===== src/rtl/wb_pkg.sv =====
// Shared types and helpers for the Wishbone B4 classic crossbar.
package wb_pkg;

  function automatic int unsigned idx_w(input int unsigned n);
    return (n > 1) ? $clog2(n) : 1;
  endfunction

  typedef struct packed {
    logic cyc;
    logic stb;
    logic we;
  } wb_req_ctl_t;

  typedef struct packed {
    logic ack;
    logic err;
  } wb_rsp_t;

  typedef enum logic {
    ERR_IDLE  = 1'b0,
    ERR_PULSE = 1'b1
  } err_state_t;

endpackage


===== src/rtl/wb_crossbar_if.sv =====
// Bundled master-side and slave-side Wishbone signals of the crossbar.
interface wb_crossbar_if #(
  parameter int unsigned NM = 2,
  parameter int unsigned NS = 2,
  parameter int unsigned AW = 32,
  parameter int unsigned DW = 32
);
  localparam int unsigned SW = DW / 8;

  logic [NM-1:0][AW-1:0] madr_i;
  logic [NM-1:0][DW-1:0] mdat_i;
  logic [NM-1:0]         mwe_i;
  logic [NM-1:0]         mstb_i;
  logic [NM-1:0]         mcyc_i;
  logic [NM-1:0][SW-1:0] msel_i;
  logic [NM-1:0][DW-1:0] mdat_o;
  logic [NM-1:0]         mack_o;
  logic [NM-1:0]         merr_o;

  logic [NS-1:0][AW-1:0] sadr_o;
  logic [NS-1:0][DW-1:0] sdat_o;
  logic [NS-1:0]         swe_o;
  logic [NS-1:0]         sstb_o;
  logic [NS-1:0]         scyc_o;
  logic [NS-1:0][SW-1:0] ssel_o;
  logic [NS-1:0][DW-1:0] sdat_i;
  logic [NS-1:0]         sack_i;

  modport xbar (
    input  madr_i, mdat_i, mwe_i, mstb_i, mcyc_i, msel_i, sdat_i, sack_i,
    output mdat_o, mack_o, merr_o, sadr_o, sdat_o, swe_o, sstb_o, scyc_o, ssel_o
  );

  modport master (
    output madr_i, mdat_i, mwe_i, mstb_i, mcyc_i, msel_i,
    input  mdat_o, mack_o, merr_o
  );

  modport slave (
    input  sadr_o, sdat_o, swe_o, sstb_o, scyc_o, ssel_o,
    output sdat_i, sack_i
  );
endinterface


===== src/rtl/wb_rr_arbiter.sv =====
// Per-slave round-robin arbiter: holds the grant while the owner keeps cyc,
// otherwise picks the first requester after the last winner.
module wb_rr_arbiter
  import wb_pkg::*;
#(
  parameter int unsigned NM = 2,
  localparam int unsigned IW = idx_w(NM)
) (
  input  logic          clk_i,
  input  logic          rst_i,
  input  logic [NM-1:0] req,
  input  logic          hold,
  output logic [IW-1:0] grant_idx,
  output logic          grant_valid
);

  logic [IW-1:0] last;
  logic [IW-1:0] pick_idx;
  logic          pick_valid;

  // Two passes: indices above last first, then wrap to those at or below it.
  always_comb begin
    pick_idx   = '0;
    pick_valid = 1'b0;
    for (int unsigned i = 0; i < NM; i++) begin
      if (!pick_valid && req[i] && (i > 32'(last))) begin
        pick_valid = 1'b1;
        pick_idx   = IW'(i);
      end
    end
    for (int unsigned i = 0; i < NM; i++) begin
      if (!pick_valid && req[i] && (i <= 32'(last))) begin
        pick_valid = 1'b1;
        pick_idx   = IW'(i);
      end
    end
  end

  always_ff @(posedge clk_i or posedge rst_i) begin
    if (rst_i) begin
      grant_valid <= 1'b0;
      grant_idx   <= '0;
      last        <= IW'(NM - 1);
    end else if (!hold) begin
      grant_valid <= pick_valid;
      if (pick_valid) begin
        grant_idx <= pick_idx;
        last      <= pick_idx;
      end
    end
  end

endmodule


===== src/rtl/wb_crossbar.sv =====
// Wishbone B4 classic crossbar: NM masters to NS slaves, per-slave round-robin
// arbitration, bus error for unmapped accesses and for slaves that never ack.
module wb_crossbar
  import wb_pkg::*;
#(
  parameter int unsigned            NM      = 2,
  parameter int unsigned            NS      = 2,
  parameter int unsigned            AW      = 32,
  parameter int unsigned            DW      = 32,
  parameter logic [NS-1:0][AW-1:0]  SBASE   = '0,
  parameter logic [NS-1:0][AW-1:0]  SMASK   = '0,
  parameter int unsigned            TIMEOUT = 255
) (
  input logic         clk_i,
  input logic         rst_i,
  wb_crossbar_if.xbar bus
);

  localparam int unsigned MI = idx_w(NM);
  localparam int unsigned SI = idx_w(NS);
  localparam int unsigned TW = idx_w(TIMEOUT + 1);

  logic [NM-1:0]          dec_hit;
  logic [NM-1:0][SI-1:0]  dec_idx;
  logic [NS-1:0]          gnt_valid;
  logic [NS-1:0][MI-1:0]  gnt_idx;
  logic [NM-1:0]          owns;
  logic [NM-1:0][SI-1:0]  own_slv;
  logic [NS-1:0][NM-1:0]  req;
  logic [NM-1:0]          unmapped;
  logic [NS-1:0]          hold;
  logic [NS-1:0]          sstb_raw;
  logic [NS-1:0]          to_hit;
  logic [NS-1:0][TW-1:0]  tcnt;
  logic [NM-1:0]          to_err;
  err_state_t             err_q [NM];
  err_state_t             err_d [NM];
  wb_req_ctl_t [NS-1:0]   sctl;
  wb_rsp_t     [NM-1:0]   mrsp;

  // Descending scan so the lowest-index hitting slave is the one kept.
  always_comb begin
    dec_hit = '0;
    dec_idx = '0;
    for (int unsigned m = 0; m < NM; m++) begin
      for (int unsigned s = NS; s > 0; s--) begin
        if ((bus.madr_i[m] & SMASK[s-1]) == SBASE[s-1]) begin
          dec_hit[m] = 1'b1;
          dec_idx[m] = SI'(s - 1);
        end
      end
    end
  end

  always_comb begin
    owns    = '0;
    own_slv = '0;
    for (int unsigned s = 0; s < NS; s++) begin
      for (int unsigned m = 0; m < NM; m++) begin
        if (gnt_valid[s] && (gnt_idx[s] == MI'(m))) begin
          owns[m]    = 1'b1;
          own_slv[m] = SI'(s);
        end
      end
    end
  end

  always_comb begin
    req      = '0;
    unmapped = '0;
    for (int unsigned m = 0; m < NM; m++) begin
      if (bus.mcyc_i[m] && bus.mstb_i[m] && !owns[m]) begin
        if (dec_hit[m]) req[dec_idx[m]][m] = 1'b1;
        else            unmapped[m] = 1'b1;
      end
    end
  end

  always_comb begin
    hold     = '0;
    sstb_raw = '0;
    to_hit   = '0;
    for (int unsigned s = 0; s < NS; s++) begin
      if (gnt_valid[s]) begin
        hold[s]     = bus.mcyc_i[gnt_idx[s]];
        sstb_raw[s] = bus.mstb_i[gnt_idx[s]];
      end
      to_hit[s] = (TIMEOUT != 0) && sstb_raw[s] && (tcnt[s] == TW'(TIMEOUT));
    end
  end

  for (genvar s = 0; s < NS; s++) begin : g_arb
    wb_rr_arbiter #(.NM(NM)) u_arb (
      .clk_i       (clk_i),
      .rst_i       (rst_i),
      .req         (req[s]),
      .hold        (hold[s]),
      .grant_idx   (gnt_idx[s]),
      .grant_valid (gnt_valid[s])
    );
  end

  always_ff @(posedge clk_i or posedge rst_i) begin
    if (rst_i) begin
      tcnt <= '0;
    end else begin
      for (int unsigned s = 0; s < NS; s++) begin
        if ((TIMEOUT == 0) || to_hit[s] || !sstb_raw[s] || bus.sack_i[s])
          tcnt[s] <= '0;
        else
          tcnt[s] <= tcnt[s] + TW'(1);
      end
    end
  end

  // Unmapped responder alternates pulse/idle while the strobe is held.
  always_comb begin
    for (int unsigned m = 0; m < NM; m++) begin
      err_d[m] = (unmapped[m] && (err_q[m] == ERR_IDLE)) ? ERR_PULSE : ERR_IDLE;
    end
  end

  always_ff @(posedge clk_i or posedge rst_i) begin
    if (rst_i) begin
      for (int unsigned m = 0; m < NM; m++) err_q[m] <= ERR_IDLE;
    end else begin
      for (int unsigned m = 0; m < NM; m++) err_q[m] <= err_d[m];
    end
  end

  always_comb begin
    sctl       = '0;
    bus.sadr_o = '0;
    bus.sdat_o = '0;
    bus.ssel_o = '0;
    bus.scyc_o = '0;
    bus.sstb_o = '0;
    bus.swe_o  = '0;
    for (int unsigned s = 0; s < NS; s++) begin
      if (gnt_valid[s]) begin
        sctl[s].cyc   = bus.mcyc_i[gnt_idx[s]];
        sctl[s].stb   = sstb_raw[s] && !to_hit[s];
        sctl[s].we    = bus.mwe_i[gnt_idx[s]];
        bus.sadr_o[s] = bus.madr_i[gnt_idx[s]];
        bus.sdat_o[s] = bus.mdat_i[gnt_idx[s]];
        bus.ssel_o[s] = bus.msel_i[gnt_idx[s]];
      end
      bus.scyc_o[s] = sctl[s].cyc;
      bus.sstb_o[s] = sctl[s].stb;
      bus.swe_o[s]  = sctl[s].we;
    end
  end

  // Error wins over ack: a late ack coinciding with a timeout is dropped.
  always_comb begin
    to_err     = '0;
    mrsp       = '0;
    bus.mdat_o = '0;
    bus.mack_o = '0;
    bus.merr_o = '0;
    for (int unsigned m = 0; m < NM; m++) begin
      for (int unsigned s = 0; s < NS; s++) begin
        if (to_hit[s] && (gnt_idx[s] == MI'(m))) to_err[m] = 1'b1;
      end
      mrsp[m].err = (err_q[m] == ERR_PULSE) || to_err[m];
      if (owns[m]) begin
        mrsp[m].ack   = bus.sack_i[own_slv[m]] && !to_hit[own_slv[m]] && !mrsp[m].err;
        bus.mdat_o[m] = bus.sdat_i[own_slv[m]];
      end
      bus.mack_o[m] = mrsp[m].ack;
      bus.merr_o[m] = mrsp[m].err;
    end
  end

endmodule


===== src/flat_wrapper.sv =====
// flat-port wrapper written by rule: the top's interface ports become plain ports
module wb_crossbar_flat import wb_pkg::*;
#(
  parameter int unsigned            NM      = 2,
  parameter int unsigned            NS      = 2,
  parameter int unsigned            AW      = 32,
  parameter int unsigned            DW      = 32,
  parameter logic [NS-1:0][AW-1:0]  SBASE   = '0,
  parameter logic [NS-1:0][AW-1:0]  SMASK   = '0,
  parameter int unsigned            TIMEOUT = 255
)
  (clk_i, rst_i, bus_madr_i, bus_mdat_i, bus_mwe_i, bus_mstb_i, bus_mcyc_i, bus_msel_i, bus_sdat_i, bus_sack_i, bus_mdat_o, bus_mack_o, bus_merr_o, bus_sadr_o, bus_sdat_o, bus_swe_o, bus_sstb_o, bus_scyc_o, bus_ssel_o);
  wb_crossbar_if #(.NM(NM), .NS(NS), .AW(AW), .DW(DW)) bus_i ();
  input logic clk_i;
  input logic rst_i;
  input wire logic [$bits(bus_i.madr_i)-1:0] bus_madr_i;
  input wire logic [$bits(bus_i.mdat_i)-1:0] bus_mdat_i;
  input wire logic [$bits(bus_i.mwe_i)-1:0] bus_mwe_i;
  input wire logic [$bits(bus_i.mstb_i)-1:0] bus_mstb_i;
  input wire logic [$bits(bus_i.mcyc_i)-1:0] bus_mcyc_i;
  input wire logic [$bits(bus_i.msel_i)-1:0] bus_msel_i;
  input wire logic [$bits(bus_i.sdat_i)-1:0] bus_sdat_i;
  input wire logic [$bits(bus_i.sack_i)-1:0] bus_sack_i;
  output wire logic [$bits(bus_i.mdat_o)-1:0] bus_mdat_o;
  output wire logic [$bits(bus_i.mack_o)-1:0] bus_mack_o;
  output wire logic [$bits(bus_i.merr_o)-1:0] bus_merr_o;
  output wire logic [$bits(bus_i.sadr_o)-1:0] bus_sadr_o;
  output wire logic [$bits(bus_i.sdat_o)-1:0] bus_sdat_o;
  output wire logic [$bits(bus_i.swe_o)-1:0] bus_swe_o;
  output wire logic [$bits(bus_i.sstb_o)-1:0] bus_sstb_o;
  output wire logic [$bits(bus_i.scyc_o)-1:0] bus_scyc_o;
  output wire logic [$bits(bus_i.ssel_o)-1:0] bus_ssel_o;
  assign bus_i.madr_i = bus_madr_i;
  assign bus_i.mdat_i = bus_mdat_i;
  assign bus_i.mwe_i = bus_mwe_i;
  assign bus_i.mstb_i = bus_mstb_i;
  assign bus_i.mcyc_i = bus_mcyc_i;
  assign bus_i.msel_i = bus_msel_i;
  assign bus_i.sdat_i = bus_sdat_i;
  assign bus_i.sack_i = bus_sack_i;
  assign bus_mdat_o = bus_i.mdat_o;
  assign bus_mack_o = bus_i.mack_o;
  assign bus_merr_o = bus_i.merr_o;
  assign bus_sadr_o = bus_i.sadr_o;
  assign bus_sdat_o = bus_i.sdat_o;
  assign bus_swe_o = bus_i.swe_o;
  assign bus_sstb_o = bus_i.sstb_o;
  assign bus_scyc_o = bus_i.scyc_o;
  assign bus_ssel_o = bus_i.ssel_o;
  wb_crossbar #(.NM(NM), .NS(NS), .AW(AW), .DW(DW), .SBASE(SBASE), .SMASK(SMASK), .TIMEOUT(TIMEOUT)) u_core (.clk_i(clk_i), .rst_i(rst_i), .bus(bus_i));
endmodule

===== config.mk =====
export PLATFORM = sky130hd
export DESIGN_NAME = wb_crossbar_flat
export DESIGN_NICKNAME = d
export VERILOG_FILES = /design/src/rtl/wb_pkg.sv /design/src/rtl/wb_crossbar_if.sv /design/src/rtl/wb_rr_arbiter.sv /design/src/rtl/wb_crossbar.sv /design/src/flat_wrapper.sv
export SDC_FILE = /design/constraint.sdc
export NUM_CORES = 1
export LEC_CHECK = 0
export CAP_MARGIN = 20
export CORE_AREA = 2 2 164 166
export CTS_CLUSTER_SIZE = 14
export DETAILED_ROUTE_END_ITERATION = 10
export DIE_AREA = 0 0 166 168
export PLACE_DENSITY = 0.54
export SLEW_MARGIN = 15
export SYNTH_ARGS = -nofsm -noshare
export SYNTH_HDL_FRONTEND = slang
export SYNTH_SLANG_ARGS = --single-unit

===== constraint.sdc =====
create_clock -name clk_i -period 1.9 [get_ports clk_i]
set_input_delay 0.38 -clock clk_i [delete_from_list [all_inputs] [get_ports clk_i]]
set_output_delay 0.38 -clock clk_i [all_outputs]
set_load 0.02 [all_outputs]

# Yosys cells after proc, flatten, opt, wreduce, memory -nomap -nowiden
# Index checks and enable logic that the tools add are counted.
# totals
in_bits	210
register_bits	22
out_inout_bits	210
# classes
n_reduce_logical	48
add_sub_neg	2
n_eq_ne	2
n_lt_le_gt_ge	8
bitwise_logic	4
n_mux	76
# op_table
op	n
$mux 32	18
$mux 1	47
$logic_and 1x1->1	25
$mux 4	6
$add 8x1->8 const B	2
$eq 8x8->1 const B	2
$mux 8	2
$logic_not 1->1	14
$lt 1x2->1 const B	4
$mux 3	2
$logic_or 1x1->1	4
$not 1->1	4
$reduce_and 2->1	2
$gt 1x1->1 const A	2
$le 1x1->1 const A	2
$logic_and 1x1->1 const B	2
$mux 2	1
$logic_and 1x1->1 const A	1

# Logic depth before layout (Yosys ltp)
# Gate-level depths: netlist of run 1.
# logic_depth
depth_word	18
mapped_depth	5
depth_no_buf	4

# Hierarchy
# A second synthesis of run 1 with hierarchy kept.
# unflattened
hier_cells	515
hier_area_um2	4261.6
# by_module_without_submodules
module	cells_each	instances	area_each_um2
wb_crossbar	489	1	3998.8
wb_rr_arbiter	13	2	131.4

# Least setup slack after synthesis of run 1
# No wires, ideal clock.
# synth_timing
kind	reg2out
startpoint	register u_core.tcnt[0] in the netlist's numbering
endpoint	output bus_merr_o[0]
path_slack_ns	-0.042
t_required_ns	1.520
arrival_ns	1.562
stages_incl_launch_ff	5
path_cell_list	dfrtp_1 > ha_1 > nand3_1 > or4b_4 > nor2_1
# synth_between
elab_chain_cells	5
# synth_rtl
element	line	source
from (decl)	wb_crossbar.sv:34	logic [NS-1:0][TW-1:0] tcnt;
from (signal, indexed assignment)	wb_crossbar.sv:111	tcnt[s] <= tcnt[s] + TW'(1);
$eq 8x8->1	wb_crossbar.sv:88	to_hit[s] = (TIMEOUT != 0) && sstb_raw[s] && (tcnt[s] == TW'(TIMEOUT));
$logic_and 1x1->1	wb_crossbar.sv:88	
$logic_and 1x1->1	wb_crossbar.sv:163	if (to_hit[s] && (gnt_idx[s] == MI'(m))) to_err[m] = 1'b1;
$mux 1 (2 in a row)	wb_crossbar.sv:163	
to (decl)	flat_wrapper.sv:26	output wire logic [$bits(bus_i.merr_o)-1:0] bus_merr_o;
# Every way passes these cells.

# Worst setup path in the final report of run 1
# layout_timing
startpoint	register u_core.g_arb[0].u_arb.grant_idx
endpoint	output bus_mack_o[0]
# layout_between
elab_chain_cells	10
# layout_rtl
element	line	source
from (decl)	wb_rr_arbiter.sv:13	output logic [IW-1:0] grant_idx,
from (signal assigned)	wb_rr_arbiter.sv:47	grant_idx <= pick_idx;
$mux 1 (not written as such) (2 in a row)	wb_crossbar.sv:86	sstb_raw[s] = bus.mstb_i[gnt_idx[s]];
$mux 1	wb_crossbar.sv:84	if (gnt_valid[s]) begin
$logic_and 1x1->1	wb_crossbar.sv:88	
$mux 1 (not written as such) / $logic_and 1x1->1 (equally long branches)	wb_crossbar.sv:167, wb_crossbar.sv:163	
$mux 1 (on tied branches)	wb_crossbar.sv:167, wb_crossbar.sv:163	
$logic_not 1->1 / $mux 1 (equally long branches)	wb_crossbar.sv:167, wb_crossbar.sv:163	
$logic_and 1x1->1 / $logic_not 1->1 (equally long branches)	wb_crossbar.sv:167	mrsp[m].ack = bus.sack_i[own_slv[m]] && !to_hit[own_slv[m]] && !mrsp[m].err;
$logic_and 1x1->1	wb_crossbar.sv:167	
$mux 1 *	wb_crossbar.sv:166	if (owns[m]) begin
to (decl)	flat_wrapper.sv:25	output wire logic [$bits(bus_i.mack_o)-1:0] bus_mack_o;
# Every way passes the cells marked *; elsewhere a longest branch is shown, timed or not. The select of a mux whose other input is x is not followed.

==> results of run 1 <==
==> logic make-up after synthesis <==
kind of cell | share of synthesized area [%]
adders and majority gates | 0.470
buffers and inverters | 26.1
DFF | 10.4
and+or+nand+nor | 31.7
other | 0.141
xor gates and xnor gates | 0.987
AOI/OAI and AO/OA | 3.48
muxes | 26.7
==> report_power, final <==
part / leakage (nW) / internal, mW / switching (mW) / total, mW
clock network: 0.0382 / 0.281 / 0.102 / 0.384
registers: 0.144 / 0.281 / 0.0264 / 0.307
logic: 3.12 / 3.61 / 3.19 / 6.80
total: 3.30 / 4.17 / 3.32 / 7.49
==> synth_stat cells, drive strengths merged (2+ instances only) <==
cell type / instances / area, sq um
a21oi: 4 / 20.0
and2: 33 / 206
and3: 34 / 214
buf: 81 / 602
clkbuf: 17 / 73.8
dfrtp: 10 / 250
inv: 5 / 18.8
mux2i: 70 / 701
nand2: 2 / 7.51
nand3: 3 / 15.0
nor2: 75 / 282
nor3: 4 / 20.0
o211ai: 2 / 15.0
o21ai: 4 / 20.0
xor2: 2 / 17.5
==> flip-flops by register name, indices dropped and copies added, names as in the netlist <==
name / count
u_core.tcnt: 8
u_core.g_arb.u_arb.grant_idx: 1
u_core.g_arb.u_arb.grant_valid: 1
u_core.g_arb.u_arb.last: 1
==> per-layer routing <==
layer	routed length (um)	up-vias
li1	-	1828
met1	5590	1661
met2	7490	254
met3	1290	15
met4	285	0
met5	0	-
==> worst reg2reg max path, cell delays in order, from the launching register on <==
cell and delay (ns):
dfrtp_4 0.49, buf_12 0.17, buf_4 0.15, clkbuf_16 0.16, buf_4 0.14, inv_1 0.09
buf_4 0.11, o211ai_1 0.10, o21ai_0 0.18
==> worst paths after layout <==
kind	startpoint	end	cells past startpoint
max in group asynchronous	rst_i	u_core.g_arb[0].u_arb.grant_idx$_DFFE_PP0P_	2
setup / recovery	u_core.g_arb[0].u_arb.grant_idx$_DFFE_PP0P_	bus_mack_o[0]	4
min in group clk_i	u_core.g_arb[0].u_arb.last$_DFFE_PP1P_	u_core.g_arb[0].u_arb.last$_DFFE_PP1P_	2
hold / removal	rst_i	u_core.tcnt[3]$_DFF_PP0_	2
hold reg to reg	u_core.g_arb[0].u_arb.last$_DFFE_PP1P_	u_core.g_arb[0].u_arb.last$_DFFE_PP1P_	2
setup reg to reg	u_core.g_arb[0].u_arb.grant_idx$_DFFE_PP0P_	u_core.g_arb[0].u_arb.grant_idx$_DFFE_PP0P_	8
==> stage by stage <==
stage                     hold WS, ns  instances  util, %
after floorplan                 0.232        436        -
after global placement          0.511       1034     23.6
after detailed placement        0.512       1034     23.6
after CTS                       0.483       1045     23.6
after global routing            0.512       1078     25.6
final                           0.455       1078     25.6
==> repair_timing <==
| item | 4_1_cts | 5_1_grt |
|---|---|---|
| setup buffers | 6 | 27 |
| endpoints found under the setup margin | 139 | 126 |
| pin swaps | 3 | 14 |
| gates resized for setup | 515 | 237 |
| cloned | 1 | 7 |
==> layout make-up <==
type / instances / share of cell area [%]
sequential: 11 / 4.16
timing repair buffer: 395 / 56.8
multi-input combinational: 322 / 31.2
inverter: 5 / 0.278
clock buffer: 4 / 1.17
tap: 341 / 6.33
==> summary.md, run 1 <==
| Metric | Value |
|---|---|
| Grt peak-use layer | `met2` |
| Register area | `280 sq um` |
| CP max-delay cell | `or4b_4` |
| Setup crit start kind | `flop` |
| First-pass GRT wire length | `19700 um` |
| Vias in the first global route | `3659` |
| Final Hold Viols | `0` |
| Floorplan core area | `0.0264 sq mm` |
| Hold buffers post-CTS | `0` |
| Hold Path Class | `in -> async` |
| CP endpoint kind | `output pin` |
| Vias after detailed routing | `3758` |
| Area post-placement | `0.00622 sq mm` |
| Syn-to-layout area delta | `153%` |
| Failing checks | `negative setup slack` |
| Grt total ovfl | `0` |
| Total GRT Usage | `8.85%` |
| Final #Nets | `949` |
| Met2 Use GR | `17.5%` |
| Root buf cell | `clkbuf_16` |
| WL/cell | `13.6 um` |
| CTS tree | `done` |
| Synth unique cells | `41` |
| Port-buffer cells | `315` |
| Reg2Reg Setup Slack | `0.22 ns` |
| Initial core utilization | `10.1%` |
| Yosys reg bits | `11` |
| GR Util met1 | `9.41%` |
| Status | `complete, but fails checks` |
| Clock tree buffer depth | `2` |
| Unrepaired setup endpoints after global routing | `yes` |
| Syn Area/Cell | `7.27 sq um` |
| Final WL | `14700 um` |
| HPWL after detailed placement | `11000 um` |
| Die area | `0.0279 sq mm` |
| Pin count of the biggest net entering global routing | `31` |
| Sequential fraction of the synthesis area | `10.4%` |
| CP Buf/Inv Count | `1` |
| Top FF cell, synth | `dfrtp_1` |
| Final min period | `2.16 ns` |
| Mapped Cells | `366` |
| Leakage Power | `3.30 nW` |
| Fmax achieved | `0.463 GHz` |
| TritonCTS Buffers | `3` |
| Final ANT Viol Nets | `0` |
| Clk Latency, worst-skew pair | `0.24 ns` |
| Setup Skew | `0.000725 ns` |
| Number of synthesized flops with an enable pin | `0` |
| CP delay by family, top | `simple AND/OR/NAND/NOR gates` |
| Clock sink total | `11` |
| Mapped Area | `0.00266 sq mm` |
| Power Density | `1110 mW/mm^2` |
| Vias per cell | `3.49` |
| Share of post-route cells with drive strength above 1 | `36.8%` |
| Placer Congestion | `0.805` |
| Req. time, crit path | `1.52 ns` |
| Most common cell after layout, fill and taps aside | `clkdlybuf4s50_1` |
| Die height | `168 um` |
| First DRT Iteration DRCs | `97` |
| WS Path Type | `reg -> out` |
| Arr. time, crit path | `1.78 ns` |
| Worst setup margin | `-0.258 ns` |
| Met3 global-route usage | `2.14%` |
| Multi-input logic area | `0.00211 sq mm` |
| Pre-CTS WS | `-0.789 ns` |
| Top Ports | `420` |
| Maximum Capacitance Violations | `0` |
| Final Cell Area | `0.00674 sq mm` |
| Critical path, cell by cell | `mux2_4 > or4b_4 > and3_4 > buf_6` |
| Setup tns final | `-8.18 ns` |
| Synth async-reset ratio | `100%` |
| Ant diodes | `0` |
| Peak supply drop | `0.593 mV` |
| Max Transition Viols Final | `0` |
| Layout fillers | `2905` |
| # H-tree levels | `1` |
| Drt drc | `0` |
| Critical path's largest stage delay | `0.50 ns` |
| Tot Pwr | `7.49 mW` |
| Drt pass-1 iters | `4` |
| Final setup violation count | `106` |
| Initial antenna violation count | `0` |
| Num rows | `60` |
| Tcrit/Tclk final | `114%` |
| Die width | `166 um` |
| Worst-path fanout max | `4` |
| Clock slew seen by the registers of the worst setup and hold paths | `0.04 ns` |
| Yosys Warn Count | `0` |
| Commonest cells after routing, fill and taps aside | `clkdlybuf4s50_1 (174), buf_4 (111), nor2_1 (74)` |
Note: power is estimated with default switching activity, not from simulation.
==> run 2: changes to the inputs <==
--- a/config.mk
+++ b/config.mk
@@ -5,12 +5,14 @@
 export SDC_FILE = /design/constraint.sdc
 export NUM_CORES = 1
 export LEC_CHECK = 0
+export ABC_AREA = 1
 export CAP_MARGIN = 20
-export CORE_AREA = 2 2 164 166
-export CTS_CLUSTER_SIZE = 14
+export CORE_AREA = 2 2 163 165
+export CTS_CLUSTER_SIZE = 25
 export DETAILED_ROUTE_END_ITERATION = 10
-export DIE_AREA = 0 0 166 168
-export PLACE_DENSITY = 0.54
+export DIE_AREA = 0 0 165 167
+export GPL_ROUTABILITY_DRIVEN = 0
+export PLACE_DENSITY = 0.52
 export SLEW_MARGIN = 15
 export SYNTH_ARGS = -nofsm -noshare
 export SYNTH_HDL_FRONTEND = slang
==> run 2 against run 1 <==
  * The flow still finishes with violations (negative setup slack)
  * Synthesized area fell by 16%
  * Register-to-register slack gained 0.22 ns
  * Setup slack improved by 0.22 ns
  * Fmax is 11% higher
  * Sequential share of layout area rose by 0.86 points
  * Via count shrank 11%
==> summary.md, run 2 <==
| Metric | Value |
|---|---|
| Yosys Warn Count | `0 (unchanged)` |
| First-pass GRT wire length | `18800 um (-4.8%)` |
| Final Hold Viols | `0 (unchanged)` |
| Setup Skew | `0.00273 ns (+0.00200 ns)` |
| Yosys reg bits | `11 (unchanged)` |
| Setup tns final | `-0.139 ns (+8.04 ns)` |
| First DRT Iteration DRCs | `109 (+12%)` |
| Final min period | `1.94 ns (-0.221 ns)` |
| Mapped Cells | `351 (-4.1%)` |
| Vias per cell | `3.31 (-5.1%)` |
| Ant diodes | `0 (unchanged)` |
| Mapped Area | `0.00225 sq mm (-16%)` |
| Syn-to-layout area delta | `145%` |
| WS Path Type | `reg -> out` |
| Failing checks | `negative setup slack` |
| Synth async-reset ratio | `100% (unchanged)` |
| HPWL after detailed placement | `11100 um (+0.36%)` |
| CP delay by family, top | `buffers and inverters` |
| Port-buffer cells | `315 (unchanged)` |
| Final WL | `13700 um (-6.5%)` |
| Worst-path fanout max | `6 (+2)` |
| Max Transition Viols Final | `0 (unchanged)` |
| Arr. time, crit path | `1.56 ns (-0.22 ns)` |
| Largest register FFs | `8 (unchanged)` |
| Top Ports | `420 (unchanged)` |
| Die width | `165 um (-0.60%)` |
| Most used cell, CP | `buf_6` |
| Peak supply drop | `0.554 mV (-6.6%)` |
| Fmax achieved | `0.516 GHz (+11%)` |
| Pin count of the biggest net entering global routing | `35 (+13%)` |
| CP Buf/Inv Count | `5 (+4)` |
| Die area | `0.0276 sq mm (-1.2%)` |
| Initial antenna violation count | `0 (unchanged)` |
| Req. time, crit path | `1.52 ns (about the same)` |
| WHS | `0.436 ns (-0.0192 ns)` |
| Placed Cells | `999 (-3.4%)` |
| Most common cell after layout, fill and taps aside | `clkdlybuf4s50_1` |
| Leakage Power | `2.90 nW (-12%)` |
| Die height | `167 um (-0.60%)` |
| Largest Register | `u_core.tcnt` |
| Vias after detailed routing | `3338 (-11%)` |
| Clock tree buffer depth | `2 (unchanged)` |
| Worst setup margin | `-0.0367 ns (+0.221 ns)` |
| Fin util | `21.4% (-4.2 points)` |
| Initial core utilization | `8.73% (-1.4 points)` |
| CP max-delay cell | `dfrtp_1` |
| Largest area contributor in the netlist | `a22o_1` |
| Synth top cells by count | `nor2_1 (80), buf_4 (74), a22o_1 (69)` |
| Vias in the first global route | `3155 (-14%)` |
| Num rows | `59 (-1.7%)` |
| Top cell type's share of synthesized area | `26.9% (+0.55 points)` |
| Maximum Capacitance Violations | `0 (unchanged)` |
| Syn Area/Cell | `6.41 sq um (-12%)` |
| Synth unique cells | `21 (-49%)` |
| Floorplan core area | `0.0258 sq mm (-2.2%)` |
| Total GRT Usage | `8.77% (-0.075 points)` |
| Status | `complete, but fails checks` |
| Critical path, cell by cell | `buf_6 > nand2_8 > inv_8 > buf_16 > buf_4 > a22o_1 > buf_6` |
| CTS tree | `done` |
| Share of post-route cells with drive strength above 1 | `22.1% (-15 points)` |
| Clk Latency, worst-skew pair | `0.24 ns (about the same)` |
| Hold Path Class | `in -> async` |
| # H-tree levels | `1 (unchanged)` |
| Clock sink total | `11 (unchanged)` |
| CP endpoint kind | `output pin` |
| Sequential fraction of the synthesis area | `12.3% (+1.9 points)` |
| Drt drc | `0 (unchanged)` |
| Setup crit start kind | `flop` |
| Reg2reg path depth | `7 (-1)` |
| Clock slew seen by the registers of the worst setup and hold paths | `0.04 ns (about the same)` |
| Top FF cell, synth | `dfrtp_1` |
| Grt total ovfl | `0 (unchanged)` |
| Count leader, synth | `nor2_1` |
| Root buf cell | `clkbuf_16` |
| Critical path depth | `7 (+3)` |
| WL/cell | `13.6 um (-0.14%)` |
| Unrepaired setup endpoints after global routing | `yes` |
| Layout fillers | `2948 (+1.5%)` |
| Commonest cells after routing, fill and taps aside | `clkdlybuf4s50_1 (176), nor2_1 (76), conb_1 (71)` |
| Final setup violation count | `8 (-92%)` |
| Final ANT Viol Nets | `0 (unchanged)` |
| Number of synthesized flops with an enable pin | `0 (unchanged)` |
| Power Density | `1170 mW/mm^2 (+5.0%)` |
| Drt pass-1 iters | `4 (unchanged)` |
| Critical path's largest stage delay | `0.41 ns (-0.09 ns)` |
| Top cells by area, synth | `a22o_1 (27%), buf_4 (25%), nor2_1 (13%)` |
| Final #Nets | `886 (-6.6%)` |
| Hold buffers post-CTS | `0 (unchanged)` |
| Final cell count without fillers | `1009 (-6.4%)` |
| Tot Pwr | `6.43 mW (-14%)` |
| TritonCTS Buffers | `3 (unchanged)` |
| Tcrit/Tclk final | `102% (-12 points)` |
run 2: layer usage:
metal | vias up | GRT usage [%] | part of all wire [%]
li1 | 1643 | - | -
met1 | 1513 | 11.3 | 41
met2 | 174 | 15.5 | 48
met3 | 8 | 1.59 | 9.5
met4 | 0 | 1.10 | 0.80
met5 | - | 0 | 0
run 2: metrics by stage:
step                      worst slack [ns]  area, sq um
after detailed placement            -0.358         5640
after floorplan                      0.259         2510
after global placement              -0.335         5640
after CTS                          -0.0842         5560
final                              -0.0367         5510
after global routing               -0.0818         5510
run 2: final cells by class:
type	count	area, sq um	area share (%)
well taps	335	419	7.61
multi-input cells	269	1450	26.4
flip-flops and latches	11	277	5.02
inverters	49	196	3.57
repair buffers	341	3080	56.0
clock inverters	1	5.00	0.0909
clock buffers	3	75.1	1.36
run 2: final timing paths:
| check | startpoint | end | slack [ns] |
|---|---|---|---|
| setup / recovery | u_core.g_arb[0].u_arb.grant_valid$_DFFE_PP0N_ | bus_sadr_o[9] | -0.04 |
| hold / removal | rst_i | u_core.tcnt[4]$_DFF_PP0_ | 0.44 |
| setup reg to reg | u_core.g_arb[0].u_arb.grant_idx$_DFFE_PP0P_ | u_core.tcnt[2]$_DFF_PP0_ | 0.44 |
| hold reg to reg | u_core.g_arb[0].u_arb.last$_DFFE_PP1P_ | u_core.g_arb[0].u_arb.last$_DFFE_PP1P_ | 0.47 |
| max in group asynchronous | rst_i | u_core.g_arb[0].u_arb.last$_DFFE_PP1P_ | 1.13 |
| min in group clk_i | u_core.g_arb[0].u_arb.last$_DFFE_PP1P_ | u_core.g_arb[0].u_arb.last$_DFFE_PP1P_ | 0.47 |
run 2: timing repair:
item | in CTS | in global routing
setup endpoints to repair | 138 | 99
pin swaps | 2 | 5
gates cloned | 3 | 0
buffers inserted | 3 | 0
gates resized for setup | 420 | 83
run 2: power by group:
group	internal [mW]	switching, mW	total [mW]
registers	0.281	0.0340	0.315
logic	2.44	3.28	5.73
clock network	0.279	0.108	0.387
run 2: cell families after synthesis:
family	Yosys count	share of synthesized area (%)
adders and majority gates	1	0.556
xor gates and xnor gates	3	1.17
AOI/OAI and AO/OA	69	26.9
buffers and inverters	141	36.7
other	1	0.167
and+or+nand+nor	125	22.3
DFF	11	12.3
run 2: worst reg2reg max path, delay by kind of cell (launching register included):
kind | cells | cell delay (ns)
buffers and inverters | 3 | 0.38
DFF | 1 | 0.40
and+or+nand+nor | 4 | 0.59
==> run 3: changes to the inputs <==
--- a/config.mk
+++ b/config.mk
@@ -7,12 +7,12 @@
 export LEC_CHECK = 0
 export ABC_AREA = 1
 export CAP_MARGIN = 20
-export CORE_AREA = 2 2 163 165
+export CORE_AREA = 4 4 161 163
 export CTS_CLUSTER_SIZE = 25
 export DETAILED_ROUTE_END_ITERATION = 10
 export DIE_AREA = 0 0 165 167
 export GPL_ROUTABILITY_DRIVEN = 0
-export PLACE_DENSITY = 0.52
+export PLACE_DENSITY = 0.54
 export SLEW_MARGIN = 15
 export SYNTH_ARGS = -nofsm -noshare
 export SYNTH_HDL_FRONTEND = slang
==> run 3 against run 2 <==
  * The flow now finishes without violations
  * Clock skew about the same
  * Clock power decreased by 1%
  * Count of clock-buffer cells in the layout increased by 1
  * Utilization increased by 1.4 points
  * Fmax increased by 3.5%
  * First-iteration DRC count increased by 9.2%
  * Design area increased by 0.57%
  * Worst hold slack improved by 0.024 ns
  * Sequential share of layout area about the same
  * Largest cell class unchanged
==> summary.md, run 3 (same netlist as run 2, synthesis figures left out) <==
| Metric | Value |
|---|---|
| Peak supply drop | `0.411 mV (-26%)` |
| Die area | `0.0276 sq mm (unchanged)` |
| CP endpoint kind | `output pin` |
| Floorplan core area | `0.0243 sq mm (-5.6%)` |
| Power Density | `1100 mW/mm^2 (-6.0%)` |
| Root buf cell | `clkbuf_16` |
| Leakage Power | `2.76 nW (-4.7%)` |
| CTS tree | `done` |
| Share of post-route cells with drive strength above 1 | `22.3% (+0.15 points)` |
| Setup crit start kind | `flop` |
| Die width | `165 um (unchanged)` |
| Clock tree buffer depth | `2 (unchanged)` |
| # H-tree levels | `1 (unchanged)` |
| WHS | `0.460 ns (+0.0242 ns)` |
| Unrepaired setup endpoints after global routing | `yes` |
| Final Hold Viols | `0 (unchanged)` |
| Critical R2R Launch | `u_core.tcnt[1]$_DFF_PP0_` |
| Total GRT Usage | `8.43% (-0.35 points)` |
| Fmax achieved | `0.535 GHz (+3.5%)` |
| TritonCTS Buffers | `3 (unchanged)` |
| Die height | `167 um (unchanged)` |
| Drt pass-1 iters | `4 (unchanged)` |
| Hold buffers post-CTS | `0 (unchanged)` |
| Final #Nets | `886 (unchanged)` |
| Most common cell after layout, fill and taps aside | `clkdlybuf4s50_1` |
| Syn-to-layout area delta | `146%` |
| Maximum Capacitance Violations | `0 (unchanged)` |
| Top Ports | `420 (unchanged)` |
| GR Util met1 | `9.72% (-1.5 points)` |
| Met2 Use GR | `16.4% (+0.85 points)` |
| Final setup violation count | `0 (-8)` |
| Vias after detailed routing | `3283 (-1.6%)` |
| Tcrit/Tclk final | `98.5% (-3.5 points)` |
| Commonest cells after routing, fill and taps aside | `clkdlybuf4s50_1 (176), nor2_1 (79), conb_1 (71)` |
| Pin count of the biggest net entering global routing | `36 (+2.9%)` |
| Initial antenna violation count | `0 (unchanged)` |
| Reg2Reg Setup Slack | `0.33 ns (-0.11 ns)` |
| Reg2reg path depth | `8 (+1)` |
| Worst-path fanout max | `18 (+12)` |
| Grt total ovfl | `0 (unchanged)` |
| Arr. time, crit path | `1.49 ns (-0.07 ns)` |
| Final min period | `1.87 ns (-0.0661 ns)` |
| Status | `finished, final reports clean` |
| Initial core utilization | `9.25% (+0.52 points)` |
| Max Transition Viols Final | `0 (unchanged)` |
| WS Path Type | `reg -> out` |
| Clock slew seen by the registers of the worst setup and hold paths | `0.04 ns (about the same)` |
| Drt drc | `0 (unchanged)` |
| Final cell count without fillers | `998 (-1.1%)` |
| WL/cell | `13.8 um (+1.6%)` |
| Worst r2r dst | `u_core.tcnt[7]$_DFF_PP0_` |
| Port-buffer cells | `315 (unchanged)` |
| Fin util | `22.8% (+1.4 points)` |
| Vias per cell | `3.29 (-0.56%)` |
| Num rows | `57 (-3.4%)` |
| Final ANT Viol Nets | `0 (unchanged)` |
| Clock sink total | `11 (unchanged)` |
| Setup Skew | `0.00258 ns (-0.000147 ns)` |
| HPWL after detailed placement | `11200 um (+1.6%)` |
| Hold Path Class | `in -> async` |
| Final WL | `13800 um (+0.49%)` |
| Clk Latency, worst-skew pair | `0.24 ns (about the same)` |
| Largest register FFs | `8 (unchanged)` |
| Placed Cells | `989 (-1.0%)` |
| Req. time, crit path | `1.52 ns (about the same)` |
| First DRT Iteration DRCs | `119 (+9.2%)` |
| Grt peak-use layer | `met2` |
| Largest Register | `u_core.tcnt` |
| Met3 global-route usage | `1.66% (+0.062 points)` |
| Vias in the first global route | `3109 (-1.5%)` |
| Ant diodes | `0 (unchanged)` |
| First-pass GRT wire length | `18300 um (-2.5%)` |
==> run 3: area by class of cell <==
cell class	count	area [sq um]
Multi-Input combinational cell	269	1440
Fill cell	2739	18800
Clock buffer	4	78.8
Timing Repair Buffer	341	3140
Tap cell	324	405
Inverter	49	191
Sequential cell	11	278
==> run 3: report_power, final <==
group | total [mW] | internal [mW] | switching, mW | leakage (nW)
sequential | 0.321 | 0.283 | 0.0385 | 0.145
clock | 0.382 | 0.281 | 0.101 | 0.0382
combinational | 5.37 | 2.22 | 3.15 | 2.58
total | 6.07 | 2.78 | 3.29 | 2.76
==> run 3: worst max-delay path by stage <==
stage                                                       start              to  slack [ns]  cells after the start
floorplan                                u_core.tcnt[0]$_DFF_PP0_   bus_merr_o[0]        0.26                      5
finish                u_core.g_arb[0].u_arb.grant_idx$_DFFE_PP0P_  bus_sdat_o[26]        0.03                      6
CTS                 u_core.g_arb[0].u_arb.grant_valid$_DFFE_PP0N_    bus_swe_o[0]       -0.05                      5
detailed placement                                  bus_mstb_i[1]   bus_merr_o[0]       -0.36                      6
global route          u_core.g_arb[0].u_arb.grant_idx$_DFFE_PP0P_   bus_sdat_o[2]       -0.01                      6
global placement                                    bus_mstb_i[1]   bus_mack_o[0]       -0.33                      7
==> run 3: metal layers <==
layer  vias to the layer above  wire length [um]
li1                       1641                 -
met1                      1457              5180
met2                       176              7130
met3                         9              1360
met4                         0                93
met5                         -                 0
==> run 3: metrics by stage <==
| step | cell area, sq um | setup TNS, ns | power, mW | setup slack [ns] |
|---|---|---|---|---|
| 6_report | 5540 | 0 | 6.07 | 0.0293 |
| 5_1_grt | 5540 | -0.0919 | 6.45 | -0.0150 |
| 4_1_cts | 5660 | -0.0593 | 6.30 | -0.0487 |
| 3_5_place_dp | 5630 | -13.33 | 6.16 | -0.358 |
| 3_3_place_gp | 5630 | -12.52 | 6.19 | -0.327 |
| 2_1_floorplan | 2510 | 0 | 3.34 | 0.259 |
==> run 3: critical path, cell delays in order, from the launching register on <==
cell and delay (ns):
dfrtp_1 0.41, inv_2 0.09, nand2_4 0.08, inv_8 0.11, buf_12 0.16, a22o_1 0.14
clkdlybuf4s15_2 0.26
==> run 3: repair_timing <==
action	in CTS	in global routing
setup buffers	2	3
gates resized for setup	381	84
gates cloned	2	0
hold endpoints to repair	0	0
pin swaps	1	10
endpoints found under the setup margin	136	122
